**src/rtl/mem_master_pkg.sv**
```systemverilog
// Shared widths, FSM state encoding and response tag type for the data-memory initiator.
package mem_master_pkg;
    localparam int unsigned DATA_W    = 18;
    localparam int unsigned ADDR_W    = 13;
    localparam int unsigned LEN_W     = 3;
    localparam int unsigned MEM_DEPTH = 128;

    typedef enum logic [2:0] {
        IDLE,
        RD_ISSUE,
        RD_DRAIN,
        WR,
        ERR
    } state_e;

    typedef struct packed {
        logic valid;
        logic last;
    } rsp_tag_t;
endpackage

```
**src/rtl/mem_master_if.sv**
```systemverilog
// Request, response and memory-port signals of mem_master; master = initiator side.
interface mem_master_if #(
    parameter int unsigned DATA_W = mem_master_pkg::DATA_W,
    parameter int unsigned ADDR_W = mem_master_pkg::ADDR_W,
    parameter int unsigned LEN_W  = mem_master_pkg::LEN_W
);
    logic              req_valid;
    logic              req_ready;
    logic              req_write;
    logic [ADDR_W-1:0] req_addr;
    logic [LEN_W-1:0]  req_len;
    logic [DATA_W-1:0] req_wdata;
    logic              rsp_valid;
    logic [DATA_W-1:0] rsp_rdata;
    logic              rsp_last;
    logic              rsp_err;
    logic              busy;
    logic              mem_re_en;
    logic              mem_wr_en;
    logic [ADDR_W-1:0] mem_address;
    logic [DATA_W-1:0] mem_wdata;
    logic [DATA_W-1:0] mem_rdata;

    modport master (
        input  req_valid, req_write, req_addr, req_len, req_wdata, mem_rdata,
        output req_ready, rsp_valid, rsp_rdata, rsp_last, rsp_err, busy,
               mem_re_en, mem_wr_en, mem_address, mem_wdata
    );

    modport slave (
        output req_valid, req_write, req_addr, req_len, req_wdata, mem_rdata,
        input  req_ready, rsp_valid, rsp_rdata, rsp_last, rsp_err, busy,
               mem_re_en, mem_wr_en, mem_address, mem_wdata
    );
endinterface

```
**src/rtl/mem_rsp_pipe.sv**
```systemverilog
// Two-stage read tag pipeline plus registered response outputs; error/ack beats bypass the tags.
module mem_rsp_pipe
    import mem_master_pkg::*;
#(
    parameter int unsigned DATA_W = mem_master_pkg::DATA_W
) (
    input  logic              clk,
    input  logic              rst,
    input  rsp_tag_t          tag_i,
    input  logic              inj_valid_i,
    input  logic              inj_err_i,
    input  logic [DATA_W-1:0] mem_rdata_i,
    output logic              rsp_valid_o,
    output logic              rsp_last_o,
    output logic              rsp_err_o,
    output logic [DATA_W-1:0] rsp_rdata_o
);
    rsp_tag_t          stage0_q, stage1_q;
    logic              valid_d, last_d, err_d;
    logic              valid_q, last_q, err_q;
    logic [DATA_W-1:0] rdata_d, rdata_q;

    // stage1 lines up with the cycle the memory presents data for that beat
    always_comb begin
        valid_d = stage1_q.valid | inj_valid_i;
        last_d  = (stage1_q.valid & stage1_q.last) | inj_valid_i;
        err_d   = inj_valid_i & inj_err_i;
        rdata_d = stage1_q.valid ? mem_rdata_i : '0;
    end

    always_ff @(posedge clk) begin
        if (rst) begin
            stage0_q <= '0;
            stage1_q <= '0;
            valid_q  <= 1'b0;
            last_q   <= 1'b0;
            err_q    <= 1'b0;
            rdata_q  <= '0;
        end else begin
            stage0_q <= tag_i;
            stage1_q <= stage0_q;
            valid_q  <= valid_d;
            last_q   <= last_d;
            err_q    <= err_d;
            rdata_q  <= rdata_d;
        end
    end

    assign rsp_valid_o = valid_q;
    assign rsp_last_o  = last_q;
    assign rsp_err_o   = err_q;
    assign rsp_rdata_o = rdata_q;
endmodule

```
**src/rtl/mem_master.sv**
```systemverilog
// Data-memory initiator: single/burst reads and single writes with range check and fixed-latency responses.
module mem_master
    import mem_master_pkg::*;
#(
    parameter int unsigned DATA_W    = mem_master_pkg::DATA_W,
    parameter int unsigned ADDR_W    = mem_master_pkg::ADDR_W,
    parameter int unsigned LEN_W     = mem_master_pkg::LEN_W,
    parameter int unsigned MEM_DEPTH = mem_master_pkg::MEM_DEPTH
) (
    input  logic         clk,
    input  logic         rst,
    mem_master_if.master bus
);
    localparam logic [ADDR_W:0] DEPTH_L = (ADDR_W+1)'(MEM_DEPTH);

    state_e            state_q, state_d;
    logic [ADDR_W-1:0] addr_q, addr_d;
    logic [LEN_W-1:0]  cnt_q, cnt_d;
    logic              ready_q;
    logic              re_q, re_d, wr_q, wr_d;
    logic [ADDR_W-1:0] maddr_q, maddr_d;
    logic [DATA_W-1:0] mwdata_q, mwdata_d;
    rsp_tag_t          tag_d;
    logic              inj_valid_d, inj_err_d;
    logic              accept, in_range;
    logic [ADDR_W:0]   end_addr;
    logic              rsp_valid_w, rsp_last_w, rsp_err_w;
    logic [DATA_W-1:0] rsp_rdata_w;

    assign accept   = bus.req_valid & ready_q;
    assign end_addr = {1'b0, bus.req_addr}
                    + (bus.req_write ? '0 : (ADDR_W+1)'(bus.req_len));
    assign in_range = end_addr < DEPTH_L;

    always_ff @(posedge clk) begin
        if (rst) begin
            state_q  <= IDLE;
            addr_q   <= '0;
            cnt_q    <= '0;
            ready_q  <= 1'b1;
            re_q     <= 1'b0;
            wr_q     <= 1'b0;
            maddr_q  <= '0;
            mwdata_q <= '0;
        end else begin
            state_q  <= state_d;
            addr_q   <= addr_d;
            cnt_q    <= cnt_d;
            ready_q  <= (state_d == IDLE);
            re_q     <= re_d;
            wr_q     <= wr_d;
            maddr_q  <= maddr_d;
            mwdata_q <= mwdata_d;
        end
    end

    // addr_q/cnt_q describe the next beat to issue; beat 0 is launched from IDLE
    always_comb begin
        state_d = state_q;
        addr_d  = addr_q;
        cnt_d   = cnt_q;
        unique case (state_q)
            IDLE: begin
                if (accept) begin
                    if (!in_range)         state_d = ERR;
                    else if (bus.req_write) state_d = WR;
                    else begin
                        state_d = RD_ISSUE;
                        addr_d  = bus.req_addr + ADDR_W'(1);
                        cnt_d   = bus.req_len;
                    end
                end
            end
            RD_ISSUE: begin
                if (cnt_q == '0) state_d = RD_DRAIN;
                else begin
                    addr_d = addr_q + ADDR_W'(1);
                    cnt_d  = cnt_q - LEN_W'(1);
                end
            end
            RD_DRAIN: if (rsp_valid_w && rsp_last_w) state_d = IDLE;
            WR:       if (!wr_q) state_d = IDLE;
            ERR:      state_d = IDLE;
            default:  state_d = IDLE;
        endcase
    end

    always_comb begin
        re_d        = 1'b0;
        wr_d        = 1'b0;
        maddr_d     = '0;
        mwdata_d    = '0;
        tag_d       = '0;
        inj_valid_d = 1'b0;
        inj_err_d   = 1'b0;
        unique case (state_q)
            IDLE: begin
                if (accept) begin
                    if (!in_range) begin
                        inj_valid_d = 1'b1;
                        inj_err_d   = 1'b1;
                    end else if (bus.req_write) begin
                        wr_d     = 1'b1;
                        maddr_d  = bus.req_addr;
                        mwdata_d = bus.req_wdata;
                    end else begin
                        re_d    = 1'b1;
                        maddr_d = bus.req_addr;
                        tag_d   = '{valid: 1'b1, last: (bus.req_len == '0)};
                    end
                end
            end
            RD_ISSUE: begin
                if (cnt_q != '0) begin
                    re_d    = 1'b1;
                    maddr_d = addr_q;
                    tag_d   = '{valid: 1'b1, last: (cnt_q == LEN_W'(1))};
                end
            end
            WR:      inj_valid_d = wr_q;
            default: ;
        endcase
    end

    mem_rsp_pipe #(.DATA_W(DATA_W)) u_rsp_pipe (
        .clk         (clk),
        .rst         (rst),
        .tag_i       (tag_d),
        .inj_valid_i (inj_valid_d),
        .inj_err_i   (inj_err_d),
        .mem_rdata_i (bus.mem_rdata),
        .rsp_valid_o (rsp_valid_w),
        .rsp_last_o  (rsp_last_w),
        .rsp_err_o   (rsp_err_w),
        .rsp_rdata_o (rsp_rdata_w)
    );

    assign bus.req_ready   = ready_q;
    assign bus.busy        = ~ready_q;
    assign bus.mem_re_en   = re_q;
    assign bus.mem_wr_en   = wr_q;
    assign bus.mem_address = maddr_q;
    assign bus.mem_wdata   = mwdata_q;
    assign bus.rsp_valid   = rsp_valid_w;
    assign bus.rsp_last    = rsp_last_w;
    assign bus.rsp_err     = rsp_err_w;
    assign bus.rsp_rdata   = rsp_rdata_w;
endmodule

```
**src/flat_wrapper.sv**
```systemverilog
// flat-port wrapper written by rule: the top's interface ports become plain ports
module mem_master_flat import mem_master_pkg::*;
#(
    parameter int unsigned DATA_W    = mem_master_pkg::DATA_W,
    parameter int unsigned ADDR_W    = mem_master_pkg::ADDR_W,
    parameter int unsigned LEN_W     = mem_master_pkg::LEN_W,
    parameter int unsigned MEM_DEPTH = mem_master_pkg::MEM_DEPTH
)
  (clk, rst, bus_req_valid, bus_req_write, bus_req_addr, bus_req_len, bus_req_wdata, bus_mem_rdata, bus_req_ready, bus_rsp_valid, bus_rsp_rdata, bus_rsp_last, bus_rsp_err, bus_busy, bus_mem_re_en, bus_mem_wr_en, bus_mem_address, bus_mem_wdata);
  mem_master_if #(.DATA_W(DATA_W), .ADDR_W(ADDR_W), .LEN_W(LEN_W)) bus_i ();
  input  logic clk;
  input  logic rst;
  input wire logic [$bits(bus_i.req_valid)-1:0] bus_req_valid;
  input wire logic [$bits(bus_i.req_write)-1:0] bus_req_write;
  input wire logic [$bits(bus_i.req_addr)-1:0] bus_req_addr;
  input wire logic [$bits(bus_i.req_len)-1:0] bus_req_len;
  input wire logic [$bits(bus_i.req_wdata)-1:0] bus_req_wdata;
  input wire logic [$bits(bus_i.mem_rdata)-1:0] bus_mem_rdata;
  output wire logic [$bits(bus_i.req_ready)-1:0] bus_req_ready;
  output wire logic [$bits(bus_i.rsp_valid)-1:0] bus_rsp_valid;
  output wire logic [$bits(bus_i.rsp_rdata)-1:0] bus_rsp_rdata;
  output wire logic [$bits(bus_i.rsp_last)-1:0] bus_rsp_last;
  output wire logic [$bits(bus_i.rsp_err)-1:0] bus_rsp_err;
  output wire logic [$bits(bus_i.busy)-1:0] bus_busy;
  output wire logic [$bits(bus_i.mem_re_en)-1:0] bus_mem_re_en;
  output wire logic [$bits(bus_i.mem_wr_en)-1:0] bus_mem_wr_en;
  output wire logic [$bits(bus_i.mem_address)-1:0] bus_mem_address;
  output wire logic [$bits(bus_i.mem_wdata)-1:0] bus_mem_wdata;
  assign bus_i.req_valid = bus_req_valid;
  assign bus_i.req_write = bus_req_write;
  assign bus_i.req_addr = bus_req_addr;
  assign bus_i.req_len = bus_req_len;
  assign bus_i.req_wdata = bus_req_wdata;
  assign bus_i.mem_rdata = bus_mem_rdata;
  assign bus_req_ready = bus_i.req_ready;
  assign bus_rsp_valid = bus_i.rsp_valid;
  assign bus_rsp_rdata = bus_i.rsp_rdata;
  assign bus_rsp_last = bus_i.rsp_last;
  assign bus_rsp_err = bus_i.rsp_err;
  assign bus_busy = bus_i.busy;
  assign bus_mem_re_en = bus_i.mem_re_en;
  assign bus_mem_wr_en = bus_i.mem_wr_en;
  assign bus_mem_address = bus_i.mem_address;
  assign bus_mem_wdata = bus_i.mem_wdata;
  mem_master #(.DATA_W(DATA_W), .ADDR_W(ADDR_W), .LEN_W(LEN_W), .MEM_DEPTH(MEM_DEPTH)) u_core (.clk(clk), .rst(rst), .bus(bus_i));
endmodule
```
**config.mk**
```make
export PLATFORM = sky130hd
export DESIGN_NAME = mem_master_flat
export DESIGN_NICKNAME = d
export VERILOG_FILES = /design/src/rtl/mem_master_pkg.sv /design/src/rtl/mem_master_if.sv /design/src/rtl/mem_rsp_pipe.sv /design/src/rtl/mem_master.sv /design/src/flat_wrapper.sv
export SDC_FILE = /design/constraint.sdc
export NUM_CORES = 1
export LEC_CHECK = 0
export ABC_AREA = 0
export BUFFER_PORTS_ARGS = -buffer_cell sky130_fd_sc_hd__buf_2
export CAP_MARGIN = 20
export CORE_MARGIN = 3
export CORE_UTILIZATION = 54
export DETAILED_ROUTE_END_ITERATION = 7
export GPL_TIMING_DRIVEN = 1
export PLACE_DENSITY = 0.85
export RECOVER_POWER = 50
export REMOVE_ABC_BUFFERS = 1
export SLEW_MARGIN = 20
export SYNTH_ARGS = -nofsm -noshare
export SYNTH_HDL_FRONTEND = slang
export SYNTH_HIERARCHICAL = 1
export SYNTH_SLANG_ARGS = --single-unit
```
**constraint.sdc**
```tcl
create_clock -name clk -period 6.13 [get_ports clk]
set_input_delay 1.226 -clock clk [delete_from_list [all_inputs] [get_ports clk]]
set_output_delay 1.226 -clock clk [all_outputs]
set_load 0.01 [all_outputs]
```
# Yosys cells after proc, flatten, opt, wreduce, memory -nomap -nowiden
# Cells that the tools add are included.
[word_totals]
ram_bits = 0
regBits = 78
in_bits = 56
output_inout_bits = 56
latchBits = 0
n_memories = 0
rom_bits = 0
[classes]
addsub = 4
reduce_logical = 11
n_bitwise = 11
n_eq_ne = 8
shifts = 0
order_cmp = 1
div_mod_pow = 0
muxes = 37
multipliers = 0
[op_table]
columns = ["op", "count"]
rows = [
  ["13-bit two-way mux", 7],
  ["13-bit one-hot mux with 2 select lines", 2],
  ["3-bit two-way mux", 10],
  ["13-bit by 1-bit adder with 13-bit output, second input constant", 2],
  ["13-bit by 14-bit adder with 14-bit output", 1],
  ["14-bit by 8-bit < comparator with 1-bit output, second input constant", 1],
  ["3-bit logical NOT", 4],
  ["3-bit one-hot mux with 4 select lines", 1],
  ["2-bit two-way mux", 5],
  ["1-bit two-way mux", 8],
  ["3-bit by 1-bit == test with 1-bit output, second input constant", 2],
  ["3-bit by 2-bit == test with 1-bit output, second input constant", 2],
  ["1-bit inverter", 6],
  ["3-bit one-hot mux with 2 select lines", 1],
  ["5-bit AND reduction", 1],
  ["5-bit OR reduction", 1],
  ["2-bit by 1-bit != test with 1-bit output, second input constant", 2],
  ["2-bit != test, second input constant", 2],
  ["1-bit one-hot mux with 2 select lines", 2],
  ["2-bit one-hot mux with 2 select lines", 1],
  ["4-bit OR reduction", 1],
  ["1-bit bitwise AND", 3],
  ["3-bit nonzero test", 1],
  ["3-bit by 1-bit subtractor with 3-bit output, second input constant", 1],
  ["other kinds (4)", 5],
]

# Logic depth before layout (Yosys ltp)
# Gate-level depths: netlist (run 1).
[logic_depth]
ltp_word = 7
depth_mapped = 13

# Modules after synthesis
# The synthesis (run 1) kept the hierarchy.
[modules_own_cells]
columns = ["module", "cells_each", "n_inst", "seq_area_each_um2", "area_each_um2"]
rows = [
  ["mem_master", 302, 1, 1061.0, 2585.0],
  ["mem_rsp_pipe", 55, 1, 500.5, 732.0],
]

# Least setup slack after synthesis (run 1)
# OpenSTA, ideal clock, no wires.
[synth_path]
kind = "input to register"
startpoint = "input bus_req_len[2]"
endpoint = "register u_core.mwdata_q[0] (netlist: u_core/bus.mem_wdata[0])"
setup_time_ns = 0.059
cell_stages = 10
path_slack_ns = 2.953
n_path_buf = 2
required_time_ns = 6.071
arrival_ns = 3.119
path_cell_list = "nor2b_1 ha_1 o211ai_1 or4_1 o22a_1 nor2_4 and3_1 buf_4 buf_6 and2_1"
[synth_between]
elab_chain_cells = 5
[synth_lines]
columns = ["element", "line", "rtl"]
rows = [
  ["start: declaration", "flat_wrapper.sv:16", "input wire logic [$bits(bus_i.req_len)-1:0] bus_req_len;"],
  ["3-bit two-way mux", "mem_master.sv:32", "+ (bus.req_write ? '0 : (ADDR_W+1)'(bus.req_len));"],
  ["13-bit by 14-bit adder with 14-bit output", "mem_master.sv:32", ""],
  ["14-bit by 8-bit < comparator with 1-bit output", "mem_master.sv:33", "assign in_range = end_addr < DEPTH_L;"],
  ["1-bit inverter (no line)", "n/a", ""],
  ["5-bit OR reduction (no line)", "n/a", ""],
  ["end signal: assignment", "mem_master.sv:53", "mwdata_q <= mwdata_d;"],
  ["end: declaration", "mem_master.sv:22", "logic [DATA_W-1:0] mwdata_q, mwdata_d;"],
]
# Every way passes these cells.
# A chain may end at the register's enable or synchronous reset.

# Worst setup path in the final report (run 1)
[layout_path]
startpoint = "input bus_req_len[2]"
endpoint = "register u_core.addr_q[10]"
[layout_between]
elab_chain_cells = 5
[layout_lines]
columns = ["element", "line", "rtl"]
rows = [
  ["3-bit two-way mux", "mem_master.sv:32", ""],
  ["13-bit by 14-bit adder with 14-bit output", "mem_master.sv:32", ""],
  ["14-bit by 8-bit < comparator with 1-bit output", "mem_master.sv:33", ""],
  ["2-bit by 1-bit != test with 1-bit output (no line)", "n/a", ""],
  ["5-bit AND reduction (no line)", "n/a", ""],
  ["end signal: assignment", "mem_master.sv:47", "addr_q <= addr_d;"],
  ["end: declaration", "mem_master.sv:17", "logic [ADDR_W-1:0] addr_q, addr_d;"],
]
# Every way passes these cells.

==> flow_metrics.py, run 1 <==
metrics = {
    "outcome": {
        "status": "finished, final reports clean",
    },
    "setup_path": {
        "path_delay_family": "simple AND/OR/NAND/NOR gates",
        "start_kind": "input pin",
        "worstSetupPathType": "in2reg",
        "cp-end-kind": "register",
        "crit_required_ns": 6.38,
        "path_cells": "buf_2, nor2b_1, ha_1, o211ai_1, or4_1, o22ai_1, a21oi_1, buf_4, or4b_1, a31oi_1",
        "crit_fanout": 14,
        "crit_arrival_ns": 3.75,
        "crit_buf_inv": 2,
        "cpMaxStageDelayCell": "or4_1",
        "critPathMaxStageDelay_ns": 0.53,
    },
    "final_layout": {
        "fillerInstances": 486,
        "seq_area_mm2": 0.00156,
        "antenna_cells": 0,
        "syn2layout_area_growth_pct": 20.4,
        "final_util_pct": 70.0,
        "final_nets": 528,
        "multiInputGateArea_mm2": 0.00162,
        "drive_above_1_share_pct": 23.6,
    },
    "route": {
        "drc": 0,
        "drt-pass1-iter-count": 4,
        "drt_iter0_drc": 205,
        "viasPerCell": 5.43,
        "wl_um": 7670,
        "num_vias": 2947,
        "final_antenna_net_count": 0,
        "wl_per_cell_um": 14.1,
    },
    "die": {
        "die_y_um": 84.4,
        "die-area_mm2": 0.00712,
        "pin_count": 112,
        "num_rows": 27,
        "die_w_um": 84.4,
        "core_area_mm2": 0.00571,
        "start_util_pct": 58.1,
    },
    "global_route": {
        "overflow": 0,
        "grt_pass1_wl_um": 12700,
        "antenna_found_initial": 0,
        "grt_max_degree": 34,
        "track_usage_pct": 21.8,
        "grt_pass1_vias": 2778,
    },
    "sta": {
        "setup_violations": 0,
        "hold_viol": 0,
        "fin_crit_ns": 3.50,
        "max_slew_margin_pct": 10.2,
        "maxClockFrequency_ghz": 0.286,
        "worst_pin_slew_ns": 1.35,
        "drv_slew": 0,
        "rsz0062_at_grt": "no",
        "fin_tns_setup_ns": 0,
        "fin_skew_ns": 0.00757,
        "fin_crit_sh_pct": 57.1,
    },
    "yosys": {
        "synth-compound-area-share_pct": 11.9,
        "synth_area_per_cell_um2": 9.29,
        "synthAdderAreaFrac_pct": 2.26,
        "synth_area_leaders": "dfxtp_1 (47%), nand2_1 (5.2%), and2_1 (3.8%), a21oi_1 (2.9%), and2_4 (2.6%)",
        "syn_inst": 357,
        "postSynth.asyncResetShare_pct": 0,
        "yosysWarnings": 6,
        "synth.distinct_cells": 59,
        "synth_edf_count": 0,
        "netlist.area_leader.share_pct": 47.1,
        "synthFlopType": "dfxtp_1",
        "synth_top_family_by_area": "simple AND/OR/NAND/NOR gates",
        "yosys.area_share.xor_xnor_pct": 0.528,
        "synthMuxAreaShare_pct": 3.09,
        "ys_ff_latch": 78,
        "yosysTopAreaCell": "dfxtp_1",
        "netlist_area_mm2": 0.00332,
        "synthSimpleGateAreaFrac_pct": 31.7,
        "yosysSeqAreaShare_pct": 47.1,
    },
    "clock_tree": {
        "numCtsBuffers": 9,
        "cts.sinks": 78,
        "postCtsHoldBufs": 0,
        "cts_tree": "built",
        "ctsResizeCount": 0,
        "cts_root_buf": "clkbuf_8",
        "clk_latency_ns": 0.34,
        "htree_levels": 3,
        "clk_path_buf_depth": 2,
        "cts_setup_buffers": 0,
        "clk_pin_slew_ns": 0.08,
    },
    "placed_design": {
        "place_congestion": 0.907,
        "dpl.hpwl_um": 5630,
        "port_buffers": 111,
    },
    "run": {
        "maxCapViolCount": 0,
    },
    "power_and_ir_drop": {
        "power.density_mw_per_mm2": 230,
        "ir_drop_mv": 0.185,
        "p_leak_nw": 1.71,
    },
    "worst_hold_path": {
        "hold_class": "reg2reg",
    },
}
## report_power, final
part / internal, mW / switching [mW]
sequential: 0.509 / 0.00200
combinational: 0.0269 / 0.0336
clock: 0.160 / 0.188
total: 0.696 / 0.224
## metrics by stage
step	power, mW	hold slack (ns)	instances	cell area, um^2	setup slack (ns)
after global placement	0.582	0.431	527	3890	2.38
final	0.919	0.454	543	4000	2.63
after CTS	0.928	0.454	543	4070	2.67
after detailed placement	0.583	0.435	527	3890	2.31
after floorplan	0.550	0.428	341	3220	2.57
after global routing	0.961	0.472	543	4000	2.47
## placed cells by master, fill, tap and decap left out, types with 2 or more instances in the layout
cell        count
ha_1            6
a211oi_1        7
and2_1         20
a21oi_1        19
dfxtp_1        78
nand4b_1        2
inv_1           5
xnor2_1         2
o21bai_1        4
mux2i_1         8
o211ai_1        4
o22ai_1         2
a31oi_1         6
and2b_2         4
nand3b_1        3
and3_1         13
clkinvlp_4      3
nand4_1         4
nor3b_1         5
or4_1           2
nor2_1         18
clkbuf_1       47
nand2_1        46
or3_1           5
buf_2          64
nor4_1          2
nor2b_1         4
clkbuf_8       10
and2_2         17
inv_6           2
o21ai_0         6
o21ai_1         3
o21a_1          2
nand3_1        12
buf_4           3
nor3_1          8
## registers in the layout (all words and copies together), names as in the netlist, 2 cells and up
name and cells:
u_core/bus.mem_address 13, u_core/state_q 3, u_core/u_rsp_pipe/stage1_q 2, u_core/bus.mem_wdata 18
u_core/u_rsp_pipe/rsp_rdata_o 18, u_core/cnt_q 3, u_core/u_rsp_pipe/stage0_q 2, u_core/addr_q 13
## synth_stat cells (all sizes together), types with 2 or more instances
cell	count
a211oi	8
a21oi	19
a31oi	6
and2	39
and2b	4
and3	13
buf	6
clkbuf	10
dfxtp	78
ha	6
inv	5
mux2	2
mux2i	8
nand2	46
nand3	12
nand3b	3
nand4	4
nand4b	2
nor2	19
nor2b	4
nor3	9
nor3b	6
nor4	2
o211ai	4
o21a	2
o21ai	9
o21bai	4
o22ai	2
or3	5
or4	3
xnor2	2
## cell families after synthesis
| group | count (synthesis) |
|---|---|
| AOI/OAI and AO/OA | 61 |
| xor gates and xnor gates | 2 |
| adders and majority gates | 6 |
| buffers and inverters | 21 |
| DFF | 78 |
| muxes | 10 |
| and+or+nand+nor | 179 |
## path summary, 6_finish.rpt
path	startpoint	end	slack [ns]	depth (start not counted)
setup / recovery	bus_req_len[2]	u_core/addr_q[10]	2.63	10
hold / removal	u_core/u_rsp_pipe/stage0_q[0]	u_core/u_rsp_pipe/stage1_q[0]	0.45	1
setup reg to reg	u_core/state_q[0]	u_core/addr_q[10]	3.35	8
hold reg to reg	u_core/u_rsp_pipe/stage0_q[0]	u_core/u_rsp_pipe/stage1_q[0]	0.45	1
## final cells by class
class                           count  area share (%)
Clock buffer                       10            3.45
Inverter                            5           0.470
Sequential cell                    78            39.1
Multi-Input combinational cell    258            40.6
Clock inverter                      6            1.13
Tap cell                           72            2.25
Timing Repair Buffer              114            13.0
## metal layers
layer	vias up	part of all wire (%)	GRT usage (%)
li1	1463	-	-
met1	1332	41	27.3
met2	134	48	35.9
met3	18	9.3	4.71
met4	0	2.1	10.1
met5	-	0	0
Note: power is estimated with default switching activity, not from simulation.
==> inputs of run 2 (changes only) <==
--- a/config.mk
+++ b/config.mk
@@ -5,14 +5,14 @@
 export SDC_FILE = /design/constraint.sdc
 export NUM_CORES = 1
 export LEC_CHECK = 0
-export ABC_AREA = 0
+export ABC_AREA = 1
 export BUFFER_PORTS_ARGS = -buffer_cell sky130_fd_sc_hd__buf_2
 export CAP_MARGIN = 20
 export CORE_MARGIN = 3
-export CORE_UTILIZATION = 54
+export CORE_UTILIZATION = 50
 export DETAILED_ROUTE_END_ITERATION = 7
 export GPL_TIMING_DRIVEN = 1
-export PLACE_DENSITY = 0.85
+export PLACE_DENSITY = 0.79
 export RECOVER_POWER = 50
 export REMOVE_ABC_BUFFERS = 1
 export SLEW_MARGIN = 20
==> constraint.sdc (replaced) <==
create_clock -name clk -period 3.6 [get_ports clk]
set_input_delay 0.72 -clock clk [delete_from_list [all_inputs] [get_ports clk]]
set_output_delay 0.72 -clock clk [all_outputs]
set_load 0.01 [all_outputs]
==> run 2 against run 1 <==
Compared with the run above:
- clock-buffer cell count did not move
- register-to-register slack got worse by 2.1 ns
- combinational power rose by 110%
- cell area rose by 2.1%
- hold slack got worse by 0.051 ns
- first-iteration DRC count fell by 34%
- die area rose by 9.5%
- non-clock buffer count fell by 3
- cell count rose by 14%
==> flow_metrics.py, run 2 <==
metrics = {
    "route": {
        "drt-pass1-iter-count": 5,
        "drt_iter0_drc": 136,
        "wl_met3_um": 503,
        "wl_met1_um": 3270,
        "wl_um": 7510,
        "num_vias": 2928,
        "dr.max_layer_used": "met4",
        "final_antenna_net_count": 0,
        "wl_per_cell_um": 12.2,
        "route.met2.wl_um": 3600,
        "viasPerCell": 4.75,
        "drc": 0,
    },
    "power_and_ir_drop": {
        "p_sw_share_pct": 24.5,
        "p_comb_share_pct": 7.8,
        "clkPwrFrac_pct": 39.4,
        "p_leak_nw": 1.96,
        "ir_drop_mv": 0.196,
        "p_seq_share_pct": 52.9,
        "p_sw_uw": 402,
        "power.density_mw_per_mm2": 403,
        "internal_power_mw": 1.24,
    },
    "sta": {
        "drv_slew": 0,
        "fin_crit_ns": 2.43,
        "hold_viol": 0,
        "fin_tns_setup_ns": 0,
        "fin_crit_sh_pct": 67.4,
        "rsz0062_at_grt": "no",
        "maxClockFrequency_ghz": 0.412,
        "worst_pin_slew_ns": 1.38,
        "fin_skew_ns": 0.00967,
        "max_slew_margin_pct": 7.75,
        "setup_violations": 0,
    },
    "setup_path": {
        "r2r_slack_ns": 1.28,
        "critPathMostFrequentCell": "inv_1",
        "path_cells": "clkbuf_1, inv_1, o21ai_0, inv_1, nand2_1, inv_1",
        "worstSetupPathType": "in2reg",
        "cp-end-kind": "register",
        "rr_endpoint": "u_core/addr_q[4]",
        "crit_arrival_ns": 2.67,
        "path_delay_family": "buffers and inverters",
        "crit_fanout": 28,
        "cpMaxStageDelayCell": "clkbuf_1",
        "crit_required_ns": 3.85,
        "crit_buf_inv": 4,
        "critPathMaxStageDelay_ns": 0.99,
        "r2r_cells": 7,
        "start_kind": "input pin",
        "r2r_start": "u_core/state_q[0]",
    },
    "placed_design": {
        "port_buffers": 111,
        "dpl.hpwl_um": 5460,
        "place_congestion": 0.913,
    },
    "yosys": {
        "syn_inst": 423,
        "yosysWarnings": 6,
        "synth_area_leaders": "dfxtp_1 (46%), nand2_1 (8.3%), inv_1 (8.0%), nor2_1 (5.8%), nor2_4 (5.7%)",
        "postSynth.asyncResetShare_pct": 0,
        "synth.distinct_cells": 35,
        "synth_commonest_cells": "dfxtp_1 (78), nand2_1 (75), inv_1 (72)",
        "synthFlopType": "dfxtp_1",
        "synth.most_common_cell": "dfxtp_1",
        "ys_ff_latch": 78,
        "synth_area_per_cell_um2": 8.01,
        "yosysSeqAreaShare_pct": 46.1,
        "netlist_area_mm2": 0.00339,
        "netlist.area_leader.share_pct": 46.1,
        "yosysTopAreaCell": "dfxtp_1",
        "synth_edf_count": 0,
    },
    "final_layout": {
        "antenna_cells": 0,
        "layout_common_cells": "dfxtp_1 (78), nand2_1 (76), inv_1 (73)",
        "mostFrequentLayoutCell": "dfxtp_1",
        "drive_above_1_share_pct": 24.1,
        "fillerInstances": 591,
        "syn2layout_area_growth_pct": 20.4,
        "seq_area_mm2": 0.00156,
        "final_nets": 597,
        "final_util_pct": 63.1,
        "multiInputGateArea_mm2": 0.00143,
    },
    "outcome": {
        "status": "finished, final reports clean",
    },
    "die": {
        "pin_count": 112,
        "die_y_um": 88.3,
        "die-area_mm2": 0.00780,
        "start_util_pct": 52.4,
        "num_rows": 29,
        "core_area_mm2": 0.00646,
        "die_w_um": 88.3,
    },
    "global_route": {
        "track_usage_pct": 18.8,
        "grt_pass1_vias": 2626,
        "antenna_found_initial": 0,
        "overflow": 0,
        "grt_pass1_wl_um": 11600,
        "grt_max_degree": 29,
    },
    "worst_hold_path": {
        "whs_path_depth": 2,
        "hold_class": "reg2reg",
        "min_to": "u_core/u_rsp_pipe/stage1_q[0]",
        "worstHoldStart": "u_core/u_rsp_pipe/stage0_q[0]",
    },
    "clock_tree": {
        "cts_setup_buffers": 0,
        "htree_levels": 3,
        "ctsResizeCount": 0,
        "numCtsBuffers": 9,
        "clk_pin_slew_ns": 0.08,
        "clk_path_buf_depth": 2,
        "cts_tree": "built",
        "postCtsHoldBufs": 0,
        "clk_latency_ns": 0.34,
        "cts_root_buf": "clkbuf_8",
        "cts.sinks": 78,
    },
    "run": {
        "maxCapViolCount": 0,
    },
}
## run 2: cell families (layout without fill, tap and decap cells)
family          after synthesis  count (layout)  share of synthesized area (%)
simple gates                205             205                           31.4
compound gates               42              42                           7.57
fa+ha+maj                     6               6                           2.22
buf+inv                      87             204                           11.4
flops                        78              78                           46.1
xor+xnor                      5               5                           1.29
## run 2: worst min-delay path: cells and delay by family (launching register included)
family / cells / cell delay, ns
buffers and inverters: 1 / 0.04
AND/OR/NAND/NOR: 1 / 0.03
flip-flops: 1 / 0.30
## run 2: cell type report
class	count	share of cell area (%)
Clock buffer	10	3.13
Clock inverter	6	1.78
Inverter	77	7.18
Multi-Input combinational cell	258	35.1
Sequential cell	78	38.3
Tap cell	77	2.36
Timing Repair Buffer	111	12.2
## run 2: worst max path at each step
stage / startpoint / endpoint / slack [ns] / cells past startpoint
2_1_floorplan: bus_req_len[2] / u_core/addr_q[1] / 1.46 / 11
3_3_place_gp: bus_req_len[2] / u_core/addr_q[9] / 1.15 / 12
3_5_place_dp: bus_req_write / u_core/cnt_q[0] / 1.09 / 11
4_1_cts: u_core/state_q[0] / u_core/addr_q[6] / 1.35 / 12
5_1_grt: rst / u_core/addr_q[11] / 0.94 / 6
6_report: rst / u_core/addr_q[11] / 1.17 / 6
## run 2: power groups by stage
| stage | logic [mW] | clock network [mW] | registers [mW] |
|---|---|---|---|
| after floorplan | 0.0692 | 0 | 0.891 |
| after detailed placement | 0.126 | 0 | 0.890 |
| after CTS | 0.127 | 0.669 | 0.869 |
| after global routing | 0.141 | 0.702 | 0.870 |
| after global placement | 0.124 | 0 | 0.889 |
| final | 0.128 | 0.647 | 0.869 |
## run 2: metrics by stage
stage	setup slack (ns)	hold WS (ns)	area, um^2	power [mW]	instances
2_1_floorplan	1.46	0.388	3290	0.960	413
3_3_place_gp	1.15	0.396	3950	1.01	601
3_5_place_dp	1.09	0.394	3950	1.02	601
4_1_cts	1.35	0.404	4150	1.67	617
5_1_grt	0.941	0.441	4080	1.71	617
6_report	1.17	0.403	4080	1.64	617
## run 2: per-layer routing
metal	GRT usage, %	vias to the layer above
met2	31.2	115
met4	9.20	0
met1	23.6	1294
met3	3.26	10
met5	0	-
li1	-	1509
==> inputs of run 3 (changes only) <==
--- a/config.mk
+++ b/config.mk
@@ -5,14 +5,14 @@
 export SDC_FILE = /design/constraint.sdc
 export NUM_CORES = 1
 export LEC_CHECK = 0
-export ABC_AREA = 1
+export ABC_AREA = 0
 export BUFFER_PORTS_ARGS = -buffer_cell sky130_fd_sc_hd__buf_2
 export CAP_MARGIN = 20
 export CORE_MARGIN = 3
-export CORE_UTILIZATION = 50
+export CORE_UTILIZATION = 45
 export DETAILED_ROUTE_END_ITERATION = 7
 export GPL_TIMING_DRIVEN = 1
-export PLACE_DENSITY = 0.79
+export PLACE_DENSITY = 0.76
 export RECOVER_POWER = 50
 export REMOVE_ABC_BUFFERS = 1
 export SLEW_MARGIN = 20
==> constraint.sdc (replaced) <==
create_clock -name clk -period 2 [get_ports clk]
set_input_delay 0.4 -clock clk [delete_from_list [all_inputs] [get_ports clk]]
set_output_delay 0.4 -clock clk [all_outputs]
set_load 0.01 [all_outputs]
==> run 3 against run 2 <==
Compared with the run above:
- the flow now finishes with violations (negative setup slack)
- critical path depth grew 5
- sequential cell count is the same
- utilization grew 10 points
- clock-buffer cell count shrank 1
- global-route usage grew 3.7 points
- non-clock buffer count grew 78
- sequential power grew 80%
- register-to-register slack lost 1.5 ns
- via count grew 18%
- die area grew 8.2%
- clock skew shrank 0.0048 ns
- highest routed layer unchanged
==> flow_metrics.py, run 3 (synthesis results as in run 1) <==
metrics = {
    "final_layout": {
        "antenna_cells": 0,
        "final_util_pct": 73.5,
        "fillerInstances": 518,
        "mostFrequentLayoutCell": "buf_2",
        "layout_common_cells": "buf_2 (108), dfxtp_1 (75), buf_4 (60)",
        "final_nets": 603,
        "drive_above_1_share_pct": 52.8,
        "multiInputGateArea_mm2": 0.00195,
        "seq_area_mm2": 0.00157,
        "syn2layout_area_growth_pct": 54.8,
    },
    "setup_path": {
        "crit_buf_inv": 3,
        "critPathMaxStageDelay_ns": 0.53,
        "critPathMostFrequentCell": "buf_6",
        "cpMaxStageDelayCell": "or4_4",
        "cp-end-kind": "register",
        "crit_fanout": 5,
        "path_delay_family": "simple AND/OR/NAND/NOR gates",
        "crit_required_ns": 2.26,
        "worstSetupPathType": "in2reg",
        "path_cells": "buf_6, nor2b_4, ha_4, o211ai_1, or4_4, o22a_4, buf_12, nor3_4, buf_6, nand2_2, a21oi_2",
        "crit_arrival_ns": 2.49,
        "start_kind": "input pin",
    },
    "route": {
        "wl_um": 10700,
        "drt_iter0_drc": 310,
        "num_vias": 3460,
        "viasPerCell": 5.40,
        "drc": 0,
        "wl_per_cell_um": 16.8,
        "drt-pass1-iter-count": 6,
        "final_antenna_net_count": 0,
    },
    "die": {
        "pin_count": 112,
        "start_util_pct": 47.5,
        "core_area_mm2": 0.00698,
        "num_rows": 30,
        "die_w_um": 91.9,
        "die-area_mm2": 0.00844,
        "die_y_um": 91.9,
    },
    "sta": {
        "fin_crit_sh_pct": 111,
        "fin_crit_ns": 2.23,
        "max_slew_margin_pct": 62.6,
        "setup_violations": 43,
        "rsz0062_at_grt": "yes",
        "fin_ws_ns": -0.228,
        "maxClockFrequency_ghz": 0.449,
        "fin_skew_ns": 0.00490,
        "drv_slew": 0,
        "holdWs_ns": 0.252,
        "worst_pin_slew_ns": 0.556,
        "hold_viol": 0,
    },
    "power_and_ir_drop": {
        "p_seq_share_pct": 51.7,
        "clkPwrFrac_pct": 37.5,
        "power.density_mw_per_mm2": 589,
        "ir_drop_mv": 0.356,
        "internal_power_mw": 2.29,
        "p_sw_uw": 735,
        "p_sw_share_pct": 24.3,
        "p_comb_share_pct": 10.8,
        "p_leak_nw": 2.40,
    },
    "clock_tree": {
        "cts.sinks": 78,
        "postCtsHoldBufs": 0,
        "cts_root_buf": "clkbuf_8",
        "clk_path_buf_depth": 2,
        "cts_tree": "built",
        "clk_pin_slew_ns": 0.08,
        "htree_levels": 3,
        "clk_latency_ns": 0.34,
        "numCtsBuffers": 9,
    },
    "global_route": {
        "antenna_found_initial": 0,
        "grt_max_degree": 23,
        "track_usage_pct": 22.5,
        "grt_pass1_vias": 3286,
        "overflow": 0,
        "grt_pass1_wl_um": 15200,
    },
    "placed_design": {
        "port_buffers": 111,
        "dpl.hpwl_um": 6660,
        "place_congestion": 0.936,
    },
    "run": {
        "maxCapViolCount": 0,
    },
    "outcome": {
        "status": "finished with violations",
        "violations": "negative setup slack",
    },
    "worst_hold_path": {
        "hold_class": "in2reg",
    },
}
run 3: per-layer routing:
| metal | GRT usage (%) | wire, um |
|---|---|---|
| met1 | 26.7 | 4120 |
| met2 | 39.2 | 5510 |
| met3 | 4.43 | 713 |
| met4 | 10.1 | 398 |
| met5 | 0 | 0 |
run 3: power by group through the flow:
stage	clock network [mW]	logic [mW]	registers (mW)
finish	1.13	0.327	1.56
CTS	1.16	0.282	1.56
detailed placement	0	0.239	1.60
global placement	0	0.234	1.60
global route	1.22	0.350	1.57
floorplan	0	0.0803	1.60
run 3: what timing repair did:
action / in CTS / in global routing
setup endpoints to repair: 50 / 48
pin swaps: 26 / 29
cloned: 3 / 0
endpoints found under the hold margin: 0 / 0
gates resized for setup: 55 / 42
buffers inserted: 11 / 12
run 3: final cells by class:
cell class	count	area share, %
Inverter	5	0.366
Clock inverter	6	1.19
Clock buffer	9	2.41
Sequential cell	78	30.5
Timing Repair Buffer	189	25.2
Multi-Input combinational cell	258	38.0
Tap cell	96	2.34
run 3: final timing paths:
check	depth (start not counted)	start	end	slack (ns)
setup / recovery	11	bus_req_len[2]	u_core/bus.mem_address[3]	-0.23
setup reg to reg	9	u_core/state_q[2]	u_core/addr_q[4]	-0.17
hold reg to reg	1	u_core/u_rsp_pipe/stage0_q[0]	u_core/u_rsp_pipe/stage1_q[0]	0.46
hold / removal	2	bus_req_wdata[3]	u_core/bus.mem_wdata[3]	0.25
run 3: through the flow:
| stage | power, mW | TNS [ns] | instance area (um^2) | setup slack, ns | cells |
|---|---|---|---|---|---|
| 6_report | 3.02 | -3.31 | 5130 | -0.228 | 641 |
| 5_1_grt | 3.13 | -5.80 | 5130 | -0.285 | 641 |
| 4_1_cts | 3.01 | -1.40 | 4870 | -0.164 | 630 |
| 3_5_place_dp | 1.84 | -25.35 | 4320 | -0.624 | 602 |
| 3_3_place_gp | 1.83 | -23.31 | 4320 | -0.565 | 602 |
| 2_1_floorplan | 1.68 | -20.21 | 3220 | -0.737 | 341 |
